--- config.mk ---
export PLATFORM = sky130hd
export DESIGN_NAME = cpu_byte_mem_bridge
export DESIGN_NICKNAME = d
export VERILOG_FILES = /design/src/rtl/cpu_byte_mem_bridge.sv
export SDC_FILE = /design/constraint.sdc
export NUM_CORES = 1
export LEC_CHECK = 0
export ABC_AREA = 1
export BUFFER_PORTS_ARGS = -buffer_cell sky130_fd_sc_hd__buf_2
export CAP_MARGIN = 15
export CORE_ASPECT_RATIO = 1.4
export CORE_UTILIZATION = 47
export DETAILED_ROUTE_END_ITERATION = 7
export PLACE_DENSITY_LB_ADDON = 0.2
export SLEW_MARGIN = 10
export SYNTH_ARGS = -nofsm -noshare
export SYNTH_HDL_FRONTEND = slang
export SYNTH_SLANG_ARGS = --single-unit
--- constraint.sdc ---
create_clock -name clk -period 2.55 [get_ports clk]
set_clock_uncertainty 0.1 [all_clocks]
set_input_delay 0.3825 -clock clk [delete_from_list [all_inputs] [get_ports clk]]
set_output_delay 0.3825 -clock clk [all_outputs]
set_load 0.02 [all_outputs]
--- src/rtl/cpu_byte_mem_bridge.sv ---
// cpu_byte_mem_bridge
// Sequences one 8-bit or 16-bit CPU data access onto a byte-wide synchronous
// RAM with 1-cycle read latency. 16-bit accesses are big-endian: the high byte
// lives at addr and the low byte at addr+1.
//
// state    | meaning
// ---------+-----------------------------------------------------------
// ST_IDLE  | waiting for req; the only state in which req is sampled
// ST_ACC0  | first byte access at addr (the only access for 8-bit)
// ST_ACC1  | second byte access at addr+1; read data of ACC0 -> rdata[15:8]
// ST_CAP   | no access; last read byte -> rdata[7:0]
// ST_DONE  | one-cycle ready pulse, then back to idle
//
// All bus-side outputs are registers loaded from the next-state decode, so
// they line up with the state they belong to and have no combinational path
// from the request inputs.

module cpu_byte_mem_bridge #(
    parameter int ADDR_W = 16
) (
    input  logic              clk,
    input  logic              reset,
    input  logic              req,
    input  logic [ADDR_W-1:0] req_addr,
    input  logic              req_acc_sz,
    input  logic              req_we,
    input  logic [15:0]       req_wdata,
    output logic [15:0]       rdata,
    output logic              ready,
    output logic              busy,
    output logic              mem_en,
    output logic              mem_we,
    output logic [ADDR_W-1:0] mem_addr,
    output logic [7:0]        mem_wdata,
    input  logic [7:0]        mem_rdata
);

    typedef enum logic [2:0] {
        ST_IDLE = 3'd0,
        ST_ACC0 = 3'd1,
        ST_ACC1 = 3'd2,
        ST_CAP  = 3'd3,
        ST_DONE = 3'd4
    } state_t;

    state_t            state_q, state_d;
    logic [ADDR_W-1:0] addr_q, addr_d;
    logic              sz_q, sz_d;
    logic              we_q, we_d;
    logic [15:0]       wdata_q, wdata_d;

    logic              mem_en_d;
    logic              mem_we_d;
    logic [ADDR_W-1:0] mem_addr_d;
    logic [7:0]        mem_wdata_d;
    logic              ready_d;
    logic              busy_d;

    // Next-state, request latch and decode of the registered bus outputs.
    always_comb begin
        state_d     = state_q;
        addr_d      = addr_q;
        sz_d        = sz_q;
        we_d        = we_q;
        wdata_d     = wdata_q;
        mem_en_d    = 1'b0;
        mem_we_d    = 1'b0;
        mem_addr_d  = '0;
        mem_wdata_d = 8'h00;

        case (state_q)
            ST_IDLE: begin
                if (req) begin
                    state_d = ST_ACC0;
                    addr_d  = req_addr;
                    sz_d    = req_acc_sz;
                    we_d    = req_we;
                    wdata_d = req_wdata;
                end
            end
            ST_ACC0: begin
                if (sz_q)      state_d = ST_ACC1;
                else if (we_q) state_d = ST_DONE;
                else           state_d = ST_CAP;
            end
            ST_ACC1: state_d = we_q ? ST_DONE : ST_CAP;
            ST_CAP:  state_d = ST_DONE;
            ST_DONE: state_d = ST_IDLE;
            default: state_d = ST_IDLE;
        endcase

        // Outputs follow the state being entered, using the freshly latched
        // request so ACC0 already carries the new address on its first cycle.
        ready_d = (state_d == ST_DONE);
        busy_d  = (state_d != ST_IDLE);
        case (state_d)
            ST_ACC0: begin
                mem_en_d    = 1'b1;
                mem_we_d    = we_d;
                mem_addr_d  = addr_d;
                mem_wdata_d = sz_d ? wdata_d[15:8] : wdata_d[7:0];
            end
            ST_ACC1: begin
                mem_en_d    = 1'b1;
                mem_we_d    = we_d;
                mem_addr_d  = addr_d + ADDR_W'(1);
                mem_wdata_d = wdata_d[7:0];
            end
            default: begin
                mem_en_d    = 1'b0;
                mem_we_d    = 1'b0;
            end
        endcase
    end

    // State, latched request and registered bus-side outputs.
    always_ff @(posedge clk or negedge reset) begin
        if (!reset) begin
            state_q   <= ST_IDLE;
            addr_q    <= '0;
            sz_q      <= 1'b0;
            we_q      <= 1'b0;
            wdata_q   <= 16'h0000;
            mem_en    <= 1'b0;
            mem_we    <= 1'b0;
            mem_addr  <= '0;
            mem_wdata <= 8'h00;
            ready     <= 1'b0;
            busy      <= 1'b0;
        end else begin
            state_q   <= state_d;
            addr_q    <= addr_d;
            sz_q      <= sz_d;
            we_q      <= we_d;
            wdata_q   <= wdata_d;
            mem_en    <= mem_en_d;
            mem_we    <= mem_we_d;
            mem_addr  <= mem_addr_d;
            mem_wdata <= mem_wdata_d;
            ready     <= ready_d;
            busy      <= busy_d;
        end
    end

    // Read capture: a byte read in one state arrives on mem_rdata in the next.
    always_ff @(posedge clk or negedge reset) begin
        if (!reset) begin
            rdata <= 16'h0000;
        end else begin
            if (state_q == ST_ACC1 && !we_q) begin
                rdata[15:8] <= mem_rdata;
            end
            if (state_q == ST_CAP) begin
                rdata[7:0] <= mem_rdata;
                if (!sz_q) begin
                    rdata[15:8] <= 8'h00;
                end
            end
        end
    end

endmodule

==> impl_results.md, run 1 <==
- Max-cap violations: 0
- Crit-path slowest cell: dfrtp_1
- Number of diodes: 0
- Critical-path maximum fanout: 24
- Worst Setup End Kind: register
- Area share of the largest cell type after synthesis: a little over half
- Leak Pwr: 2.52 nW
- RSZ-0062 raised after global routing: false
- Final setup fails: 0
- Final worst-path cycle share: ~87%
- Setup TNS Final: 0 ns
- Post-CTS Setup Bufs: 0
- Post-DP HPWL: ~6.3 mm
- Longest Clk Path Bufs: 2
- Final min period: about 2.2 ns
- Drt wl/cell: 13.6 um
- First-pass GRT wire length: between 10 and 15 mm
- I/O pin count: slightly below 90
- Most frequent cell after synthesis: nand2_1
- Largest net degree at the start of global routing: between 80 and 90
- Clock sink total: 81
- Cell Count Post-Placement: between 600 and 700
- Syn nets: 517
- Hold Fails Final Rpt: 0
- Seq cells post-synth: a little over 80
- Ys flop type: dfrtp_1
- Hold path cells: 3
- DR vias: roughly 3.4k
- Register area share after synthesis: a little over half
- Leading post-synthesis cells by cell area: dfrtp_1 (52%), nand2_1 (15%), inv_1 (5.3%), nand3_1 (3.3%), o21ai_0 (3.2%)
- Area delta synth->final: 19.6%
- Actual slew at the worst max-slew pin: 0.660 ns
- Die Wd: 79.0 um
- Worst hold slack: roughly 0.15 ns
- Fin area: 0.00466 mm^2
- Critical path class: reg -> reg
- Residual DRC: 0
- Initial drt markers: 195
- Initial Util: about half
- Fmax: around 0.45 GHz
- Critical path launch point type: register
- Cell Chain, Critical Path: nor2_4 -> nand2_4 -> nand2_1 -> nand2_1 -> ha_1 -> nand2_2 -> nor2_2 -> nand2_1 -> nand2_1 -> o21ai_0 -> o21ai_0 -> nand2_1
- Layout cells sized above 1: between 20 and 30%
- DIE HEIGHT: ~110 um
- CTS buffer count: 9
- Max VDD drop: roughly 0.00075 V
- Power density cells: about 1400 mW/mm^2
- Status: finished, final reports clean
- Synth cell types: 32
- Synth cell count leaders: nand2_1 (154), dfrtp_1 (81), inv_1 (55)
- Total Routing Usage GR: between 20% and 30%
- Final Net Count: 607
- Cell Area, Synth: between 0.003 and 0.004 mm^2
- Worst path most repeated cell: nand2_1
- Relative slew slack: a little under three fifths
- Worst EP arrival: ~2.4 ns
- Initial antenna violation count: 0
- Avg Synthesized Cell Area: 8.27 um^2
- Core ar.: slightly below 0.008 mm^2
- Post-synth EDFFs: 0
- Worst skew pair latency: ~0.36 ns
- CTS H-tree lvls: 3
- Final Non-Filler Cells: ~670
- Asr flop ratio synth: 100%
- Post-DP Area: about 0.0044 mm^2
- Syn Inst Count: approximately 470
- R2R cell count: 12
- Worst Hold Class: in -> reg
- Number of port buffers: between 80 and 90
- Row cnt: 38
- Final WL: 9.06 mm
- Final ANT Viol Nets: 0
- Synth area leader: dfrtp_1
- Total power: roughly 6.4 mW
- Root Driver: clkbuf_8
- Area of the die: about 0.0087 mm^2
- CTS tree: yes
- Number of global-route vias before repair: roughly 3.2k
- Slew Limit Fails: 0
- Crit path largest cell delay: 0.46 ns
- Final GP Congestion: 0.836
- Yosys warnings: 0
- Reg clk slew, reported paths: about 0.080 ns
- Via/cell ratio: roughly 5.1
- Required time of the critical path: between 2 and 3 ns
- GR Overflow Total: 0
- DR pass1 iterations: 7
==> layer usage <==
| layer | GRT usage [%] | part of all wire, % | vias up |
|---|---|---|---|
| li1 | - | - | 1662 |
| met1 | 27.0 | 41 | 1550 |
| met2 | 38.2 | 50 | 126 |
| met3 | 4.48 | 5.2 | 29 |
| met4 | 11.6 | 4.2 | 0 |
| met5 | 0 | 0 | - |
==> flip-flops by register name (all words and copies together) (netlist names) <==
name,cells
state_q,3
ready,1
mem_addr,16
busy,1
wdata_q,16
sz_q,1
rdata,16
mem_en,1
we_q,1
mem_we,1
addr_q,16
mem_wdata,8
==> placed cells by master (no fill, tap or decap) <==
master and instances:
a21oi_1 8, a22o_1 1, buf_12 1, buf_2 87, buf_4 6, bufinv_16 3, clkbuf_1 2, clkbuf_8 9
clkinv_2 1, clkinv_4 1, dfrtp_1 81, dlygate4sd3_1 1, ha_1 1, inv_1 55, inv_2 4, nand2_1 154
nand2_2 15, nand2_4 2, nand3_1 26, nand3_2 2, nand3_4 1, nand4_1 3, nor2_1 23, nor2_2 4
nor2_4 5, nor3_2 1, o21a_1 1, o21ai_0 25, o21ai_1 13, o21ai_2 4, o21ai_4 2, o22ai_1 10
o31ai_1 1, o32ai_1 2, or2_2 9, or3_1 1, xor2_1 1
==> final cells by class <==
class / instances / area (um^2)
repair buffers: 95 / 510
fillers: 738 / 3230
clock inverters: 5 / 104
flip-flops and latches: 81 / 2030
inverters: 59 / 221
multi-input cells: 315 / 1540
well taps: 100 / 125
clock buffers: 11 / 131
==> final timing paths <==
kind	slack, ns	to	startpoint
worst min register to register	0.38	wdata_q[10]	wdata_q[10]
worst max register to register	0.33	mem_addr[6]	state_q[2]
worst min-delay path	0.15	wdata_q[15]	req_wdata[15]
max in group asynchronous	1.53	mem_addr[13]	reset
min in group asynchronous	0.47	rdata[0]	reset
worst max-delay path	0.33	mem_addr[6]	state_q[2]
==> power by group <==
part | internal (mW) | switching, mW | total, mW
sequential | 1.86 | 0.238 | 2.10
clock | 0.651 | 0.464 | 1.12
combinational | 0.999 | 2.21 | 3.21
==> logic make-up (layout without fill, tap and decap cells) <==
logic type,Yosys count,count (layout),share of synthesized area [%]
xor+xnor,1,1,0.225
buf+inv,75,170,8.38
compound gates,67,67,10.3
fa+ha+maj,1,1,0.321
simple gates,246,246,28.8
flops,81,81,52.0
==> critical path, delay by kind of cell (launching register included) <==
kind            cells  cell delay (ns)
compound gates      2             0.14
fa+ha+maj           1             0.27
flops               1             0.46
simple gates        9             1.13
==> stage by stage <==
stage          util [%]  worst slack [ns]
3_5_place_dp       56.0             0.339
6_report           59.1             0.332
2_1_floorplan         -             0.649
4_1_cts            59.1             0.349
3_3_place_gp       56.0             0.385
5_1_grt            59.1             0.139
==> what timing repair did <==
action,4_1_cts,5_1_grt
hold endpoints to repair,81,0
gates resized for setup,0,0
hold buffers,1,0
Note: power is estimated with default switching activity, not from simulation.
==> run 2, diff against run 1 <==
==> constraint.sdc (replaced) <==
create_clock -name clk -period 2.31 [get_ports clk]
set_clock_uncertainty 0.1 [all_clocks]
set_input_delay 0.3465 -clock clk [delete_from_list [all_inputs] [get_ports clk]]
set_output_delay 0.3465 -clock clk [all_outputs]
set_load 0.02 [all_outputs]
==> run 2 against run 1 <==
Critical path depth fell by 1. Non-clock buffer count grew 9. Flip-flop and latch count is the same. Worst setup slack got worse by 0.18 ns. Utilization rose by 0.14 points. Wire length increased by 2.0%. Fmax is 2.7% higher. Worst hold slack got worse by 0.042 ns. Sequential power is 9% higher.
==> impl_results.md, run 2 (synthesis gave the netlist of run 1 again) <==
- Most common cell after layout, fill and taps aside: nand2_1
- First-pass GRT wire length: between 15 and 20 mm
- Power density cells: approximately 1500 mW/mm^2
- Clock sink total: ~80
- Worst EP arrival: around 2.3 ns
- Fillers: between 700 and 800
- Residual DRC: 0
- Longest Clk Path Bufs: 2
- Critical path class: reg -> reg
- CTS buffer count: 9
- Commonest cells after routing, fill and taps aside: nand2_1 (154), buf_2 (87), dfrtp_1 (81)
- Total power: around 7.0 mW
- Max VDD drop: approximately 0.00093 V
- Final ANT Viol Nets: 0
- Initial antenna violation count: 0
- Final Net Count: between 600 and 700
- P_int: 3.69 mW
- Leak Pwr: approximately 2.5 nW
- Fin area: 0.00467 mm^2
- Area delta synth->final: 19.9%
- Worst hold slack: between 0.1 and 0.15 ns
- Actual slew at the worst max-slew pin: between 0.6 and 0.7 ns
- Final setup margin: between 0.1 and 0.15 ns
- Required time of the critical path: approximately 2.5 ns
- Number of global-route vias before repair: 3279
- Area of the die: between 0.008 and 0.009 mm^2
- Fin util: a little under 60%
- Largest net degree at the start of global routing: 42
- Critical-path maximum fanout: 6
- Via/cell ratio: approximately 5.0
- Hold Fails Final Rpt: 0
- Final WL: about 9 mm
- DR vias: approximately 3.4k
- Number of diodes: 0
- Initial Util: about half
- Critical path launch point type: register
- Final worst-path cycle share: between 90 and 100%
- Die Wd: between 70 and 80 um
- Status: finished, final reports clean
- Fmax: 0.463 GHz
- Relative slew slack: roughly 55%
- RSZ-0062 raised after global routing: true
- Area occupied by multi-input gates: 0.00155 mm^2
- Setup TNS Final: 0 ns
- Post-DP Area: about 0.0044 mm^2
- Placement Setup Slack: 0.0548 ns
- Reg area: between 0.002 and 0.0025 mm^2
- CTS H-tree lvls: 3
- Final min period: about 2.2 ns
- Root Driver: clkbuf_8
- Worst Hold Class: in -> reg
- Reg clk slew, reported paths: around 0.08 ns
- Combinational power share: between 50% and 60%
- Max-cap violations: 0
- Final Non-Filler Cells: 675
- Row cnt: 38
- Sw power: 3.27 mW
- Final setup fails: 0
- Final GP Congestion: 0.937
- Initial drt markers: around 210
- Sw Share: a little under half
- I/O pin count: 89
- Core ar.: 0.00789 mm^2
- Slew Limit Fails: 0
- Sequential Power Share: 33.0%
- Drt wl/cell: about 14 um
- Post-DP HPWL: about 6.5 mm
- Clock share of power: 13.5%
- CTS tree: yes
- DIE HEIGHT: around 110 um
- GR Overflow Total: 0
- Cell Count Post-Placement: roughly 650
- Worst Setup End Kind: register
- Total Routing Usage GR: between 20% and 30%
- DR pass1 iterations: 5
- Layout cells sized above 1: between 20% and 30%
- Worst skew pair latency: 0.35 ns
- Number of port buffers: just under 90
[run 2: changes by cell type in the layout (fill, tap and decap cells not counted)]
cell        change
clkinvlp_4      +2
nor2_2          -1
bufinv_16       -3
clkbuf_8        +1
nor2_4          +1
buf_4           +9
[run 2: area by class of cell]
cell class	count	share of cell area [%]
clock inverters	4	0.616
clock buffers	12	3.10
repair buffers	104	12.4
multi-input cells	315	33.1
well taps	100	2.68
flip-flops and latches	81	43.4
inverters	59	4.74
[run 2: final timing paths]
path	startpoint	end	slack (ns)	depth (start not counted)
min in group asynchronous	reset	rdata[0]	0.42	2
max	state_q[2]	mem_addr[6]	0.15	11
max reg2reg	state_q[2]	mem_addr[6]	0.15	11
max in group asynchronous	reset	mem_addr[14]	1.08	3
min	req_wdata[15]	wdata_q[15]	0.11	3
min reg2reg	wdata_q[12]	wdata_q[12]	0.38	2
[run 2: power groups by stage]
stage | combinational, mW | clock, mW | sequential, mW
2_1_floorplan | 2.28 | 0 | 2.68
3_3_place_gp | 3.58 | 0 | 2.30
3_5_place_dp | 3.64 | 0 | 2.31
4_1_cts | 3.65 | 0.963 | 2.29
5_1_grt | 4.14 | 1.02 | 2.36
6_report | 3.72 | 0.940 | 2.29
[run 2: worst max-delay path, cell delays in order (launching register included)]
cell     delay, ns
dfrtp_1       0.47
nor2_4        0.22
nand4_1       0.14
nand2_1       0.20
ha_1          0.26
nand2_2       0.09
nor2_2        0.19
nand2_1       0.07
nand2_1       0.08
o21ai_0       0.08
o21ai_0       0.08
nand2_1       0.07
[run 2: metal layers]
metal / vias to the layer above / GRT usage, % / wire length, um
li1: 1675 / - / -
met1: 1590 / 28.3 / 3890
met2: 104 / 39.8 / 4720
met3: 13 / 5.48 / 472
met4: 0 / 8.96 / 153
met5: - / 0 / 0
[run 2: timing repair]
item	in CTS	in global routing
setup buffers	0	5
hold buffers	1	0
endpoints found under the setup margin	0	13
resized for setup	0	1
hold endpoints to repair	40	0
==> run 3, diff against run 2 <==
--- a/config.mk
+++ b/config.mk
@@ -8,11 +8,13 @@
 export ABC_AREA = 1
 export BUFFER_PORTS_ARGS = -buffer_cell sky130_fd_sc_hd__buf_2
 export CAP_MARGIN = 15
+export CELL_PAD_IN_SITES_DETAIL_PLACEMENT = 1
+export CELL_PAD_IN_SITES_GLOBAL_PLACEMENT = 1
 export CORE_ASPECT_RATIO = 1.4
-export CORE_UTILIZATION = 47
+export CORE_UTILIZATION = 40
 export DETAILED_ROUTE_END_ITERATION = 7
-export PLACE_DENSITY_LB_ADDON = 0.2
-export SLEW_MARGIN = 10
+export PLACE_DENSITY = 0.8
+export SLEW_MARGIN = 40
 export SYNTH_ARGS = -nofsm -noshare
 export SYNTH_HDL_FRONTEND = slang
 export SYNTH_SLANG_ARGS = --single-unit
==> run 3 against run 2 <==
Die area grew 17%. Power up 13%. First-iteration DRC count decreased by 36%. Global-route usage is 0.081 points lower. Utilization down 7.6 points. Largest power group unchanged. Sequential power rose by 2%. Count of clock-buffer cells in the layout is 2 lower. Via count up 2.7%. Critical path type unchanged. Sequential share of layout area down 1.8 points. Final cell count rose by 1.2%. Worst setup slack gained 0.0097 ns. Worst hold slack better by 0.033 ns.
==> impl_results.md, run 3 (synthesis gave the netlist of run 1 again) <==
- Most common cell after layout, fill and taps aside: nand2_1
- Worst Setup End Kind: register
- Leak Pwr: roughly 2.6 nW
- Final GP Congestion: approximately 0.86
- Max-cap violations: 0
- Power density cells: about 1600 mW/mm^2
- Worst skew pair latency: approximately 0.33 ns
- Final ANT Viol Nets: 0
- Critical path launch point type: register
- Worst R2R Start: state_q[2]
- Longest Clk Path Bufs: 2
- Clock sink total: a little over 80
- CTS H-tree lvls: 3
- P_int: around 4.4 mW
- Hold Fails Final Rpt: 0
- Slew Limit Fails: 0
- Sw power: between 3 and 4 mW
- Area of the die: about 0.010 mm^2
- Final setup fails: 0
- Crit path largest cell delay: approximately 0.46 ns
- Hold path startpoint: req_wdata[8]
- Final worst-path cycle share: 93.1%
- Residual DRC: 0
- Actual slew at the worst max-slew pin: 0.668 ns
- Via/cell ratio: 5.08
- Worst path most repeated cell: nand2_1
- Number of diodes: 0
- Hold path cells: 3
- Total power: about 7.9 mW
- Final min period: ~2.2 ns
- DR pass1 iterations: 4
- RSZ-0062 raised after global routing: false
- Combinational power share: 48.9%
- Initial antenna violation count: 0
- Initial drt markers: 132
- R2R cell count: 11
- Post-DP HPWL: roughly 7.8 mm
- Final Net Count: slightly above 600
- Critical path class: reg -> reg
- Number of global-route vias before repair: approximately 3.8k
- GR Overflow Total: 0
- Required time of the critical path: approximately 2.4 ns
- Layout cells sized above 1: just under 30%
- Clock share of power: around a fifth
- Crit-path slowest cell: dfrtp_2
- Crit Reg-Reg Endpoint: mem_addr[14]
- Row cnt: 42
- Reg clk slew, reported paths: 0.07 ns
- Cell Chain, Critical Path: nor2_4 -> nand2_4 -> buf_4 -> nand2_1 -> nand2_1 -> nor2_1 -> nand2_2 -> nor2_1 -> nand3_1 -> nand3_1 -> nand2_1
- Fmax: around 0.47 GHz
- Core ar.: approximately 0.0095 mm^2
- DR vias: about 3.5k
- Sequential Power Share: between 20 and 30%
- Number of port buffers: 88
- Register-to-register setup slack: ~0.16 ns
- First-pass GRT wire length: about 18 mm
- Initial Util: about two fifths
- CTS tree: yes
- Commonest cells after routing, fill and taps aside: nand2_1 (153), buf_2 (87), dfrtp_1 (80)
- Largest net degree at the start of global routing: 63
- Setup TNS Final: 0 ns
- Max VDD drop: 0.000710 V
- Root Driver: clkbuf_16
- Critical-path maximum fanout: 15
- Worst Hold Class: in -> reg
- Drt wl/cell: roughly 16 um
- CTS buffer count: 9
- Final WL: ~11 mm
- I/O pin count: 89
- Area delta synth->final: 25.2%
- DIE HEIGHT: 119 um
- Relative slew slack: between 50% and 60%
- Worst EP arrival: about 2.3 ns
- WHS Endpoint: wdata_q[8]
- Total Routing Usage GR: between 20% and 30%
- Sw Share: 44.6%
- Status: finished, final reports clean
- Die Wd: 85.4 um
==> run 3: timing repair <==
item | CTS | global route
endpoints found under the hold margin | 19 | 0
setup endpoints to repair | 0 | 5
setup buffers | 0 | 1
hold buffers | 1 | 0
gates resized for setup | 0 | 7
==> run 3: worst max-delay path by stage <==
stage,slack (ns),depth (start not counted),end,startpoint
floorplan,0.41,13,mem_addr[6],state_q[0]
global placement,0.17,13,mem_addr[13],req
detailed placement,0.08,13,mem_addr[6],state_q[0]
CTS,0.06,13,mem_addr[6],state_q[0]
global route,0.005,13,mem_addr[6],state_q[0]
finish,0.16,11,mem_addr[14],state_q[2]
==> run 3: metal layers <==
layer  GRT usage [%]  part of all wire, %  up-vias
met5               0                    0        -
met4            8.23                  1.5        0
met3            4.40                  3.4       13
met2            42.8                   56       75
met1            26.1                   39     1711
li1                -                    -     1674
==> run 3: power by group through the flow <==
stage / Clock [mW] / Combinational, mW / Sequential [mW]
global placement: 0 / 3.61 / 2.33
finish: 1.68 / 3.85 / 2.34
detailed placement: 0 / 3.76 / 2.36
CTS: 1.70 / 3.83 / 2.35
floorplan: 0 / 2.28 / 2.68
global route: 1.74 / 4.25 / 2.40
==> run 3: final cells by class <==
cell class | instances | area (um^2)
Timing Repair Buffer | 102 | 576
Clock inverter | 6 | 114
Fill cell | 1198 | 4580
Clock buffer | 10 | 239
Sequential cell | 81 | 2030
Inverter | 59 | 221
Multi-Input combinational cell | 315 | 1560
Tap cell | 110 | 138
==> run 3: through the flow <==
step                      setup WS (ns)  cells  hold WS (ns)  area [um^2]  util (%)
after floorplan                   0.409    471       -0.0491         3900         -
after global placement            0.166    665         0.150         4490      47.4
after detailed placement         0.0841    665         0.157         4490      47.4
after CTS                        0.0602    682         0.127         4850      51.3
after global routing            0.00523    683         0.154         4880      51.6
final                             0.160    683         0.140         4880      51.6
==> run 3: critical path: cells and delay by family (launching register included) <==
family | cells | cell delay (ns)
flip-flops | 1 | 0.46
buffers and inverters | 1 | 0.23
AND/OR/NAND/NOR | 10 | 1.26
